===== src/rtl/shift_reg_sequencer.sv =====
// -----------------------------------------------------------------------------
// shift_reg_sequencer
//   Framed serial transfer controller with an embedded left-shift register.
//   A parallel word is accepted through a valid/ready handshake, shifted out
//   MSB-first on SO for a programmable number of bits, while SI is captured
//   into the LSB on every shift tick. The received word appears on dout
//   together with a one-cycle done pulse. Shift cadence is one tick every
//   DIV clock cycles.
//
// Ports:
//   clk          system clock, rising edge
//   rst          asynchronous reset, active low
//   start_valid  requester presents a word on din/len
//   start_ready  block can accept a word (IDLE only)
//   din          parallel word to transmit
//   len          bit count; 0 or > WIDTH selects WIDTH
//   abort        synchronous cancel of an active transfer
//   SI           serial input, sampled on shift ticks
//   SO           serial output, registered
//   busy         high while shifting or completing
//   done         one-cycle completion pulse
//   dout         captured word, valid from done onward
// -----------------------------------------------------------------------------
module shift_reg_sequencer #(
    parameter int WIDTH = 8,
    parameter int DIV   = 1,
    parameter int LEN_W = 4
) (
    input  logic             clk,
    input  logic             rst,
    input  logic             start_valid,
    output logic             start_ready,
    input  logic [WIDTH-1:0] din,
    input  logic [LEN_W-1:0] len,
    input  logic             abort,
    input  logic             SI,
    output logic             SO,
    output logic             busy,
    output logic             done,
    output logic [WIDTH-1:0] dout
);

    localparam int               DIV_W    = (DIV > 1) ? $clog2(DIV) : 1;
    localparam logic [DIV_W-1:0] DIV_LAST = DIV_W'(DIV - 1);
    localparam logic [LEN_W-1:0] WIDTH_L  = LEN_W'(WIDTH);

    typedef enum logic [1:0] {
        ST_IDLE  = 2'd0,
        ST_SHIFT = 2'd1,
        ST_DONE  = 2'd2
    } state_t;

    // A zero or oversized request means "shift the whole word".
    function automatic logic [LEN_W-1:0] len_eff_f(input logic [LEN_W-1:0] l);
        logic [LEN_W-1:0] r;
        if ((l == {LEN_W{1'b0}}) || (l > WIDTH_L)) begin
            r = WIDTH_L;
        end else begin
            r = l;
        end
        return r;
    endfunction

    state_t           state_r;
    state_t           next_s;
    logic [WIDTH-1:0] sr_r;
    logic [LEN_W-1:0] cnt_r;
    logic [DIV_W-1:0] div_r;
    logic             so_r;
    logic             busy_r;
    logic             done_r;
    logic             start_ready_r;
    logic [WIDTH-1:0] dout_r;
    logic             tick_s;
    logic [WIDTH-1:0] shifted_s;

    assign start_ready = start_ready_r;
    assign busy        = busy_r;
    assign done        = done_r;
    assign SO          = so_r;
    assign dout        = dout_r;

    // Next-state decode, tick detection and the shifted register image.
    always_comb begin
        next_s    = state_r;
        tick_s    = (state_r == ST_SHIFT) && (div_r == DIV_LAST);
        shifted_s = {sr_r[WIDTH-2:0], SI};
        case (state_r)
            ST_IDLE: begin
                // abort has no meaning before a transfer starts
                if (start_valid) begin
                    next_s = ST_SHIFT;
                end else begin
                    next_s = ST_IDLE;
                end
            end
            ST_SHIFT: begin
                // abort wins over a coincident tick
                if (abort) begin
                    next_s = ST_IDLE;
                end else if (tick_s && (cnt_r == LEN_W'(1))) begin
                    next_s = ST_DONE;
                end else begin
                    next_s = ST_SHIFT;
                end
            end
            ST_DONE: begin
                next_s = ST_IDLE;
            end
            default: begin
                next_s = ST_IDLE;
            end
        endcase
    end

    // State register and state-derived handshake/status outputs.
    always_ff @(posedge clk or negedge rst) begin
        if (!rst) begin
            state_r       <= ST_IDLE;
            start_ready_r <= 1'b1;
            busy_r        <= 1'b0;
            done_r        <= 1'b0;
        end else begin
            state_r       <= next_s;
            start_ready_r <= (next_s == ST_IDLE);
            busy_r        <= (next_s != ST_IDLE);
            done_r        <= (next_s == ST_DONE);
        end
    end

    // Shift register, bit counter, divider, serial output and captured word.
    always_ff @(posedge clk or negedge rst) begin
        if (!rst) begin
            sr_r   <= {WIDTH{1'b0}};
            cnt_r  <= {LEN_W{1'b0}};
            div_r  <= {DIV_W{1'b0}};
            so_r   <= 1'b0;
            dout_r <= {WIDTH{1'b0}};
        end else begin
            case (state_r)
                ST_IDLE: begin
                    if (start_valid) begin
                        sr_r  <= din;
                        cnt_r <= len_eff_f(len);
                        div_r <= {DIV_W{1'b0}};
                    end
                end
                ST_SHIFT: begin
                    // An aborted cycle leaves SR, SO and dout untouched.
                    if (!abort) begin
                        if (tick_s) begin
                            so_r  <= sr_r[WIDTH-1];
                            sr_r  <= shifted_s;
                            cnt_r <= cnt_r - LEN_W'(1);
                            div_r <= {DIV_W{1'b0}};
                            // Capture the post-shift image so dout and done
                            // become valid on the same edge.
                            if (cnt_r == LEN_W'(1)) begin
                                dout_r <= shifted_s;
                            end
                        end else begin
                            div_r <= div_r + DIV_W'(1);
                        end
                    end
                end
                default: begin
                end
            endcase
        end
    end

endmodule


===== config.mk =====
export PLATFORM = sky130hd
export DESIGN_NAME = shift_reg_sequencer
export DESIGN_NICKNAME = d
export VERILOG_FILES = /design/src/rtl/shift_reg_sequencer.sv
export SDC_FILE = /design/constraint.sdc
export NUM_CORES = 1
export LEC_CHECK = 0
export CELL_PAD_IN_SITES_DETAIL_PLACEMENT = 1
export CELL_PAD_IN_SITES_GLOBAL_PLACEMENT = 2
export CORE_ASPECT_RATIO = 1.1
export CORE_MARGIN = 5
export CORE_UTILIZATION = 28
export CTS_CLUSTER_DIAMETER = 60
export DETAILED_ROUTE_END_ITERATION = 16
export PLACE_DENSITY = 0.72
export RECOVER_POWER = 100
export SYNTH_ARGS = -nofsm -noshare
export SYNTH_HDL_FRONTEND = slang
export SYNTH_SLANG_ARGS = --single-unit

===== constraint.sdc =====
create_clock -name clk -period 2 [get_ports clk]
set_clock_uncertainty 0.2 [all_clocks]
set_input_delay 0.5 -clock clk [delete_from_list [all_inputs] [get_ports clk]]
set_output_delay 0.5 -clock clk [all_outputs]
set_load 0.05 [all_outputs]

==> flow_summary.json <==
{
  "status": "finished, violations left",
  "failed_checks": "negative setup slack",
  "synth.area.top_cells": "dfrtp_1 (52%), mux2_4 (9.6%), nand2_1 (5.4%), a31oi_1 (4.0%), nor3_1 (3.6%)",
  "fp.dieH_microns": 80.25,
  "setup_viol": 17,
  "crit_required_ps": 1960,
  "rsz0062_at_grt": "yes",
  "power_density_mw_per_mm2": 1443,
  "crit_type": "reg -> reg",
  "insertion_delay_ps": 280,
  "pre_cts_ws_ps": -187.6,
  "htree_levels": 1,
  "fin_nets": 177,
  "drc": 0,
  "max-cap-violations": 0,
  "wl_mm": 3.365,
  "synth_area_sq_mm": 0.001256,
  "finalCritPeriodShare_pct": 106.9,
  "cp-endpoint": "dout[1]",
  "rr_startpoint": "cnt_r[1]",
  "slowest_stage": "or4b_4",
  "fin_crit_ps": 2138,
  "die_w_microns": 73.87,
  "max_freq_mhz": 467.7,
  "cts_tree": "built",
  "coreArea_sq_mm": 0.004317,
  "rr_worst_depth": 6,
  "holdWs_ps": 319.9,
  "avgSynthCellArea_sq_um": 11.02,
  "grt_usage_pct": 12.39,
  "path_clk_slew_ps": 90,
  "ys_ff_latch": 27,
  "numCtsBuffers": 3,
  "cp_cell_sequence": "inv_2, ha_4, or4b_4, or3_4, buf_6, mux2_4",
  "cp_num_buf_inv": 2,
  "drt-initial-drc-count": 30,
  "crit_path_end_kind": "flop",
  "yosysSeqAreaShare_pct": 53.88,
  "pin_count": 29,
  "cts_root_buf": "clkbuf_8",
  "area_delta_synth_final_pct": 38.94,
  "slew_headroom_pct": 53.01,
  "worst_pin_slew_ps": 704.8,
  "num_vias": 1024,
  "drv_slew": 0,
  "dieArea_sq_mm": 0.005928,
  "clock_path_buffers": 2,
  "yosys_warnings": 0,
  "crit_cells": 6,
  "grt_max_degree": 28,
  "cp.arrival_ps": 2100,
  "hold_viol_final": 0,
  "crit_path_max_incr_delay_ps": 450,
  "crit_start": "cnt_r[1]",
  "yosysUniqueCellTypes": 29,
  "cts_num_sinks": 27,
  "n_antenna_cell": 0,
  "dpl.hpwl_mm": 2.478,
  "synth_top_area_share_pct": 51.79,
  "synth_nets": 133,
  "critPathTopFamily": "simple AND/OR/NAND/NOR gates",
  "hold_class": "reg -> reg",
  "start_kind": "flop",
  "worstReg2RegEnd": "dout[1]",
  "setup_ws_ps": -138.0,
  "overflow": 0,
  "mostFrequentLayoutCell": "dfrtp_1",
  "yosysTopAreaCell": "dfrtp_1",
  "syn-instance-count": 114,
  "grt_pass1_vias": 1107,
  "routabilityCongestion": 0.7418,
  "layout-drive-gt1-share_pct": 29.30,
  "rows": 25,
  "ff2ff_setup_slack_ps": -140,
  "first_pass_iters": 4,
  "wl_per_cell_microns": 15.95,
  "crit_fanout": 5,
  "ir_drop_mv": 0.3943,
  "power.leakage_nw": 0.8140,
  "start_util_pct": 29.10,
  "mostFrequentLayoutCells": "dfrtp_1 (26), nand2_1 (18), clkdlybuf4s50_1 (14), buf_4 (11)",
  "vias_per_cell": 4.853,
  "grt_pass1_wl_mm": 5.658,
  "port_buffers": 28,
  "antenna_found_initial": 0,
  "ant_nets": 0
}
synthesized netlist by cell type:
| cell | instances |
|---|---|
| or4b_1 | 1 |
| a22oi_1 | 1 |
| or3_1 | 2 |
| mux2_2 | 2 |
| buf_6 | 1 |
| buf_2 | 1 |
| nand2_1 | 18 |
| a32oi_1 | 1 |
| a31oi_1 | 8 |
| or2b_1 | 1 |
| nor3_1 | 9 |
| dfstp_2 | 1 |
| nor3b_1 | 1 |
| a22o_1 | 1 |
| nand2b_1 | 5 |
| nand3b_1 | 2 |
| clkbuf_1 | 4 |
| mux2_4 | 8 |
| inv_1 | 7 |
| a21oi_1 | 3 |
| or2_2 | 1 |
| nor2b_1 | 2 |
| o2bb2ai_1 | 1 |
| mux2i_1 | 1 |
| o22ai_1 | 2 |
| dfrtp_1 | 26 |
| ha_1 | 2 |
| nor4b_1 | 1 |
| o32ai_1 | 1 |
stage by stage:
stage               cells  TNS, ps  instance area [sq um]  utilization, %  power (mW)
floorplan             114   -723.8                   1256               -       1.743
global placement      203    -1491                   1672           38.72       2.206
detailed placement    203    -2067                   1672           38.72       2.256
CTS                   210    -1066                   1772           41.04       2.620
global route          211    -2872                   1745           40.43       2.687
finish                211    -1441                   1745           40.43       2.518
power breakdown:
| group | total, mW | internal [mW] | switching, mW |
|---|---|---|---|
| registers | 0.947 | 0.774 | 0.172 |
| clock network | 0.320 | 0.142 | 0.178 |
| logic | 1.25 | 0.519 | 0.733 |
| total | 2.52 | 1.43 | 1.08 |
flip-flops by register name, summed over array words and instances, names as in the netlist:
name / count
state_r: 2
busy: 1
start_ready: 1
div_r: 1
cnt_r: 4
SO: 1
sr_r: 8
dout: 8
done: 1
final cells by class:
type	count	area (sq um)
Clock buffer	3	41.29
Clock inverter	1	7.507
Fill cell	490	2571
Inverter	7	26.28
Multi-Input combinational cell	74	549.3
Sequential cell	27	676.9
Tap cell	54	67.56
Timing Repair Buffer	45	376.6
how the worst min path moves through the flow:
stage,from,end,slack (ps),cells past startpoint
after CTS,dout[0],dout[0],330,1
after global placement,sr_r[7],SO,290,1
final,dout[0],dout[0],320,1
after floorplan,rst,SO,4,0
after global routing,dout[0],dout[0],330,1
after detailed placement,dout[5],dout[5],300,1
per-layer routing:
metal  global-route usage (%)  routed length, microns  vias up
met4                    4.348                      46        0
met1                    15.43                    1442      513
met5                        0                       0        -
met3                    1.877                     140        4
met2                    21.37                    1736       23
li1                         -                       -      484
logic make-up after synthesis:
family	share of synthesized area, %
and+or+nand+nor	17.83
DFF	53.88
AOI/OAI and AO/OA	9.562
buffers and inverters	4.581
muxes	12.15
adders and majority gates	1.992
timing repair:
item                                    4_1_cts  5_1_grt
gates cloned                                  1        0
endpoints found under the setup margin        8        9
gates resized for setup                       7        2
hold buffers                                  0        0
hold endpoints to repair                      0        0
setup buffers                                 2        1
pin swaps                                     1        0
Note: power is estimated with default switching activity, not from simulation.
==> RTL change 1, RTL diff (same settings) <==
The 3 states of `state_t` get a one-hot encoding in 3 bits.
--- a/src/rtl/shift_reg_sequencer.sv
+++ b/src/rtl/shift_reg_sequencer.sv
@@ -45,8 +45,8 @@
     localparam logic [LEN_W-1:0] WIDTH_L  = LEN_W'(WIDTH);
 
-    typedef enum logic [1:0] {
-        ST_IDLE  = 2'd0,
-        ST_SHIFT = 2'd1,
-        ST_DONE  = 2'd2
+    typedef enum logic [2:0] {
+        ST_IDLE  = 3'b001,
+        ST_SHIFT = 3'b010,
+        ST_DONE  = 3'b100
     } state_t;
 
Behaviour: no difference found for any inputs over 10 cycles, from zero or initial values and one cycle with rst low; not proved beyond that.
==> RTL change 1 against the unedited design <==
Wire length is 17% lower; sequential share of layout area is 3.1 points higher; highest routed layer unchanged; critical path depth is 1 lower; area after synthesis is 0.70% higher; synthesized cell count is 7.0% lower; design area is 3.8% lower; critical path type is now input pin to flip-flop; setup slack better by 180 ps; sequential cell count is 1 higher; total power is 9.6% lower.
==> RTL change 1: results (changes against the unedited design) <==
- First-pass GRT wire length: 4.974 mm (-12%)
- Met2 Use GR: 17.02% (-4.3 points)
- Vias in the first global route: 1072 (-3.2%)
- R2r setup slk: 130 ps (+270 ps)
- Max IR drop VDD: 0.0004954 V (+26%)
- Syn_nets: 125 (-6.0%)
- GR Layer Usage met1: 14.34% (-1.1 points)
- M3 GR Usage: 2.879% (+1.0 points)
- CP max stage cell: or3b_1
- Leakage: 0.0007761 µW (-4.7%)
- Run status: finished, final reports clean
- GP Congestion: 0.7340 (-1.1%)
- DRT iter0 DRCs: 17 (-43%)
- Commonest cells post-synth: dfrtp_1 (26), a21oi_1 (14), nor2_1 (12), mux2_4 (8), mux2i_1 (8)
- Crit path DAT: 1920 ps (-180 ps)
- Max_slew headroom: 54.17% (+1.2 points)
- Non-filler cells, final: 197 (-6.6%)
- Top cells by area, synth: dfrtp_1 (51%), mux2_4 (9.5%), mux2i_1 (6.3%)
- Hold Path Sink: dout[6]
- Fraction of layout cells with a size suffix above 1: 22.38% (-6.9 points)
- Crit path largest cell delay: 390 ps (-60 ps)
- Via count: 918 (-10%)
- Syn Area/Cell: 11.93 µm² (+8.3%)
- R2R Path Start: state_r[0]
- DR pass1 iterations: 2 (-2)
- Min-delay src: dout[6]
- Post-CTS setup buffer count: 0 (-2)
- WL per Instance: 14.14 µm (-11%)
==> RTL change 1: cell count changes in the layout (fill, tap and decap cells not counted), sizes merged, moves of 2 or more <==
cell | unedited run | this run
nor2 | 0 | 12
nand2 | 18 | 3
o21ai | 0 | 2
a21oi | 3 | 15
buf | 17 | 7
mux2i | 1 | 8
nor3 | 9 | 1
a31oi | 8 | 1
==> RTL change 1: routing by layer <==
metal / up-vias / part of all wire [%] / wire [µm]
met3: 2 / 5.1 / 142
met5: - / 0 / 0
met2: 20 / 48 / 1337
met1: 454 / 46 / 1286
met4: 0 / 0.68 / 19
li1: 442 / - / -
==> RTL change 1: worst max path at each step <==
stage	startpoint	end	slack, ps	depth (start not counted)
after floorplan	abort	dout[0]	6	5
after CTS	abort	dout[6]	50	5
after global placement	abort	dout[6]	-410	5
final	abort	dout[1]	40	5
after global routing	abort	dout[1]	20	5
after detailed placement	abort	dout[1]	-420	5
==> RTL change 1: cells by family (layout without fill, tap and decap cells) <==
kind of cell               count (synthesis)  after routing  synth area share (%)
muxes                                     17             17                 16.72
AOI/OAI and AO/OA                         21             21                 9.398
and+or+nand+nor                           28             29                 12.27
buffers and inverters                     10             46                 4.055
adders and majority gates                  2              2                 1.978
DFF                                       28             28                 55.59
==> RTL change 1: cell type report <==
type	instances	area, µm²
fill	481	2669
tap	54	67.56
inverter	6	22.52
timing repair buffer	36	301.5
sequential	28	703.2
clock buffer	3	41.29
clock inverter	1	30.03
multi-input combinational	69	513.0
==> RTL change 1: power groups by stage <==
| stage | Clock (µW) | Combinational [µW] | Sequential (µW) |
|---|---|---|---|
| 2_1_floorplan | 0 | 383 | 1190 |
| 3_3_place_gp | 0 | 954 | 957 |
| 3_5_place_dp | 0 | 980 | 956 |
| 4_1_cts | 463 | 984 | 951 |
| 5_1_grt | 488 | 974 | 970 |
| 6_report | 445 | 894 | 938 |
==> RTL change 1: through the flow <==
stage	setup WS [ps]	TNS, ps	hold slack [ps]
finish	39.46	0	307.9
global route	19.09	0	332.8
CTS	54.95	0	327.2
floorplan	5.787	0	4.409
global placement	-410.9	-7471	297.5
detailed placement	-416.8	-7530	302.3
==> RTL change 1: repair_timing <==
item | CTS | global route
endpoints found under the setup margin | 14 | 0
hold endpoints to repair | 0 | 0
gates resized for setup | 3 | 0
==> RTL change 2, RTL diff (same settings) <==
Made on the original files. The parameter `LEN_W` goes from 4 to 2.
--- a/src/rtl/shift_reg_sequencer.sv
+++ b/src/rtl/shift_reg_sequencer.sv
@@ -25,5 +25,5 @@
     parameter int WIDTH = 8,
     parameter int DIV   = 1,
-    parameter int LEN_W = 4
+    parameter int LEN_W = 2
 ) (
     input  logic             clk,
Interface: changed (resized len); port bits go from 29 to 27. The function was not compared with the original's and may differ.
==> RTL change 2 against the unedited design <==
Setup slack improved by 210 ps; largest cell class unchanged; total power decreased by 4.7%; area after synthesis decreased by 15%; wire length decreased by 34%; clock power decreased by 6.3%; largest power group unchanged; sequential cell count decreased by 2; synthesized cell count decreased by 40%; design area decreased by 18%.
==> RTL change 2: results (changes against the unedited design) <==
- Clk slew on worst S/H paths: 90 ps (about the same)
- Critical Path Fanout Max: 5 (unchanged)
- Initial antenna violation count: 0 (unchanged)
- Post-route antenna net violation count: 0 (unchanged)
- Crit path DAT: 1890 ps (-210 ps)
- Gr usage total: 9.787% (-2.6 points)
- DRT iter0 DRCs: 29 (-3.3%)
- Vias per inst: 4.434 (-8.6%)
- Max IR drop VDD: 0.0004394 V (+11%)
- Syn Area/Cell: 15.71 µm² (+43%)
- GP Congestion: 0.7399 (-0.26%)
- Pin count of the biggest net entering global routing: 26 (-7.1%)
- WL per Instance: 14.66 µm (-8.0%)
- Slew @ Worst Pin: 618.4 ps (-86.47 ps)
- M3 GR Usage: 2.836% (+0.96 points)
- Vias in the first global route: 730 (-34%)
- DR pass1 iterations: 4 (unchanged)
- Min-delay src: cnt_r[0]
- Final #Nets: 119 (-33%)
- Clock Path Buffers: 2 (unchanged)
- Top cells by area, synth: dfrtp_1 (56%), mux2_2 (26%), dfstp_2 (2.5%)
- Total Wirelength: 2.229 mm (-34%)
- Yosys warns: 0 (unchanged)
- Unique masters post-synth: 18 (-38%)
- DP Wirelength: 1.552 mm (-37%)
- First-pass GRT wire length: 3.594 mm (-36%)
- Layout fillers: 387 (-21%)
- Run status: finished, final reports clean
- Post-CTS setup buffer count: 0 (-2)
- Syn_nets: 84 (-37%)
- Resized cells post-CTS: 7 (unchanged)
- Register area share after synthesis: 58.67% (+4.8 points)
- Placed cell area: 1394 µm² (-17%)
- H-tree Lvls: 1 (unchanged)
- Worst hold-check path type: flip-flop to flip-flop
- Met2 Use GR: 14.62% (-6.7 points)
- IO buf count: 24 (-14%)
- Inst Count DP: 147 (-28%)
- Asr flop ratio synth: 100.0% (unchanged)
- CTS Root Cell: clkbuf_8
- Primary FF master, synth: dfrtp_1
- Commonest cells post-synth: mux2_2 (25), dfrtp_1 (24), inv_1 (3), nand2b_1 (2)
- Skew-Pair Late Insertion Delay: 270 ps
- Leakage: 0.0006202 µW (-24%)
- Inserted Clock Buffers: 3 (unchanged)
- Worst setup path start: state_r[1]
- GR Layer Usage met1: 12.18% (-3.2 points)
- Ant diodes: 0 (unchanged)
- Fraction of layout cells with a size suffix above 1: 42.16% (+13 points)
RTL change 2: critical path: stages (launching register included):
cell and delay [ps]:
dfrtp_1 490, or4b_4 630, o21ai_4 160, mux2_4 330
RTL change 2: worst paths after layout:
| path | end | slack (ps) | cells after the start |
|---|---|---|---|
| min in group asynchronous | sr_r[7] | 570 | 2 |
| setup reg to reg | sr_r[0] | 70 | 3 |
| hold / removal | cnt_r[0] | 300 | 1 |
| max in group asynchronous | dout[1] | 620 | 2 |
| hold reg to reg | cnt_r[0] | 300 | 1 |
| setup / recovery | sr_r[0] | 70 | 3 |
RTL change 2: cells by family after synthesis:
| kind of cell | after synthesis | share of synthesized area [%] |
|---|---|---|
| adders and majority gates | 1 | 1.171 |
| buffers and inverters | 4 | 1.522 |
| muxes | 26 | 27.28 |
| DFF | 25 | 58.67 |
| AOI/OAI and AO/OA | 3 | 2.928 |
| and+or+nand+nor | 9 | 8.430 |
RTL change 2: per-layer routing:
metal	vias to the layer above	part of all wire (%)
met1	342	43
li1	310	-
met2	17	48
met3	5	5.7
met4	0	3.2
met5	-	0
RTL change 2: cell type report:
type,count,area share (%)
clock buffers,4,3.158
well taps,50,4.386
flip-flops and latches,25,43.95
multi-input cells,40,32.28
inverters,3,0.7895
repair buffers,30,15.44
RTL change 2: metrics by stage:
step,setup TNS (ps),setup slack [ps],utilization [%],hold slack (ps)
finish,0,70.45,39.03,297.8
global placement,-4622,-329.0,38.14,266.3
floorplan,0,168.8,-,4.409
CTS,0,63.77,40.29,304.4
global route,0,33.82,39.03,314.8
detailed placement,-4617,-324.3,38.14,292.6
RTL change 2: report_power, final:
group	internal (µW)	leakage (µW)	switching [µW]
Combinational	515	0.000293	707
Sequential	737	0.000304	140
Clock	143	0.0000228	158
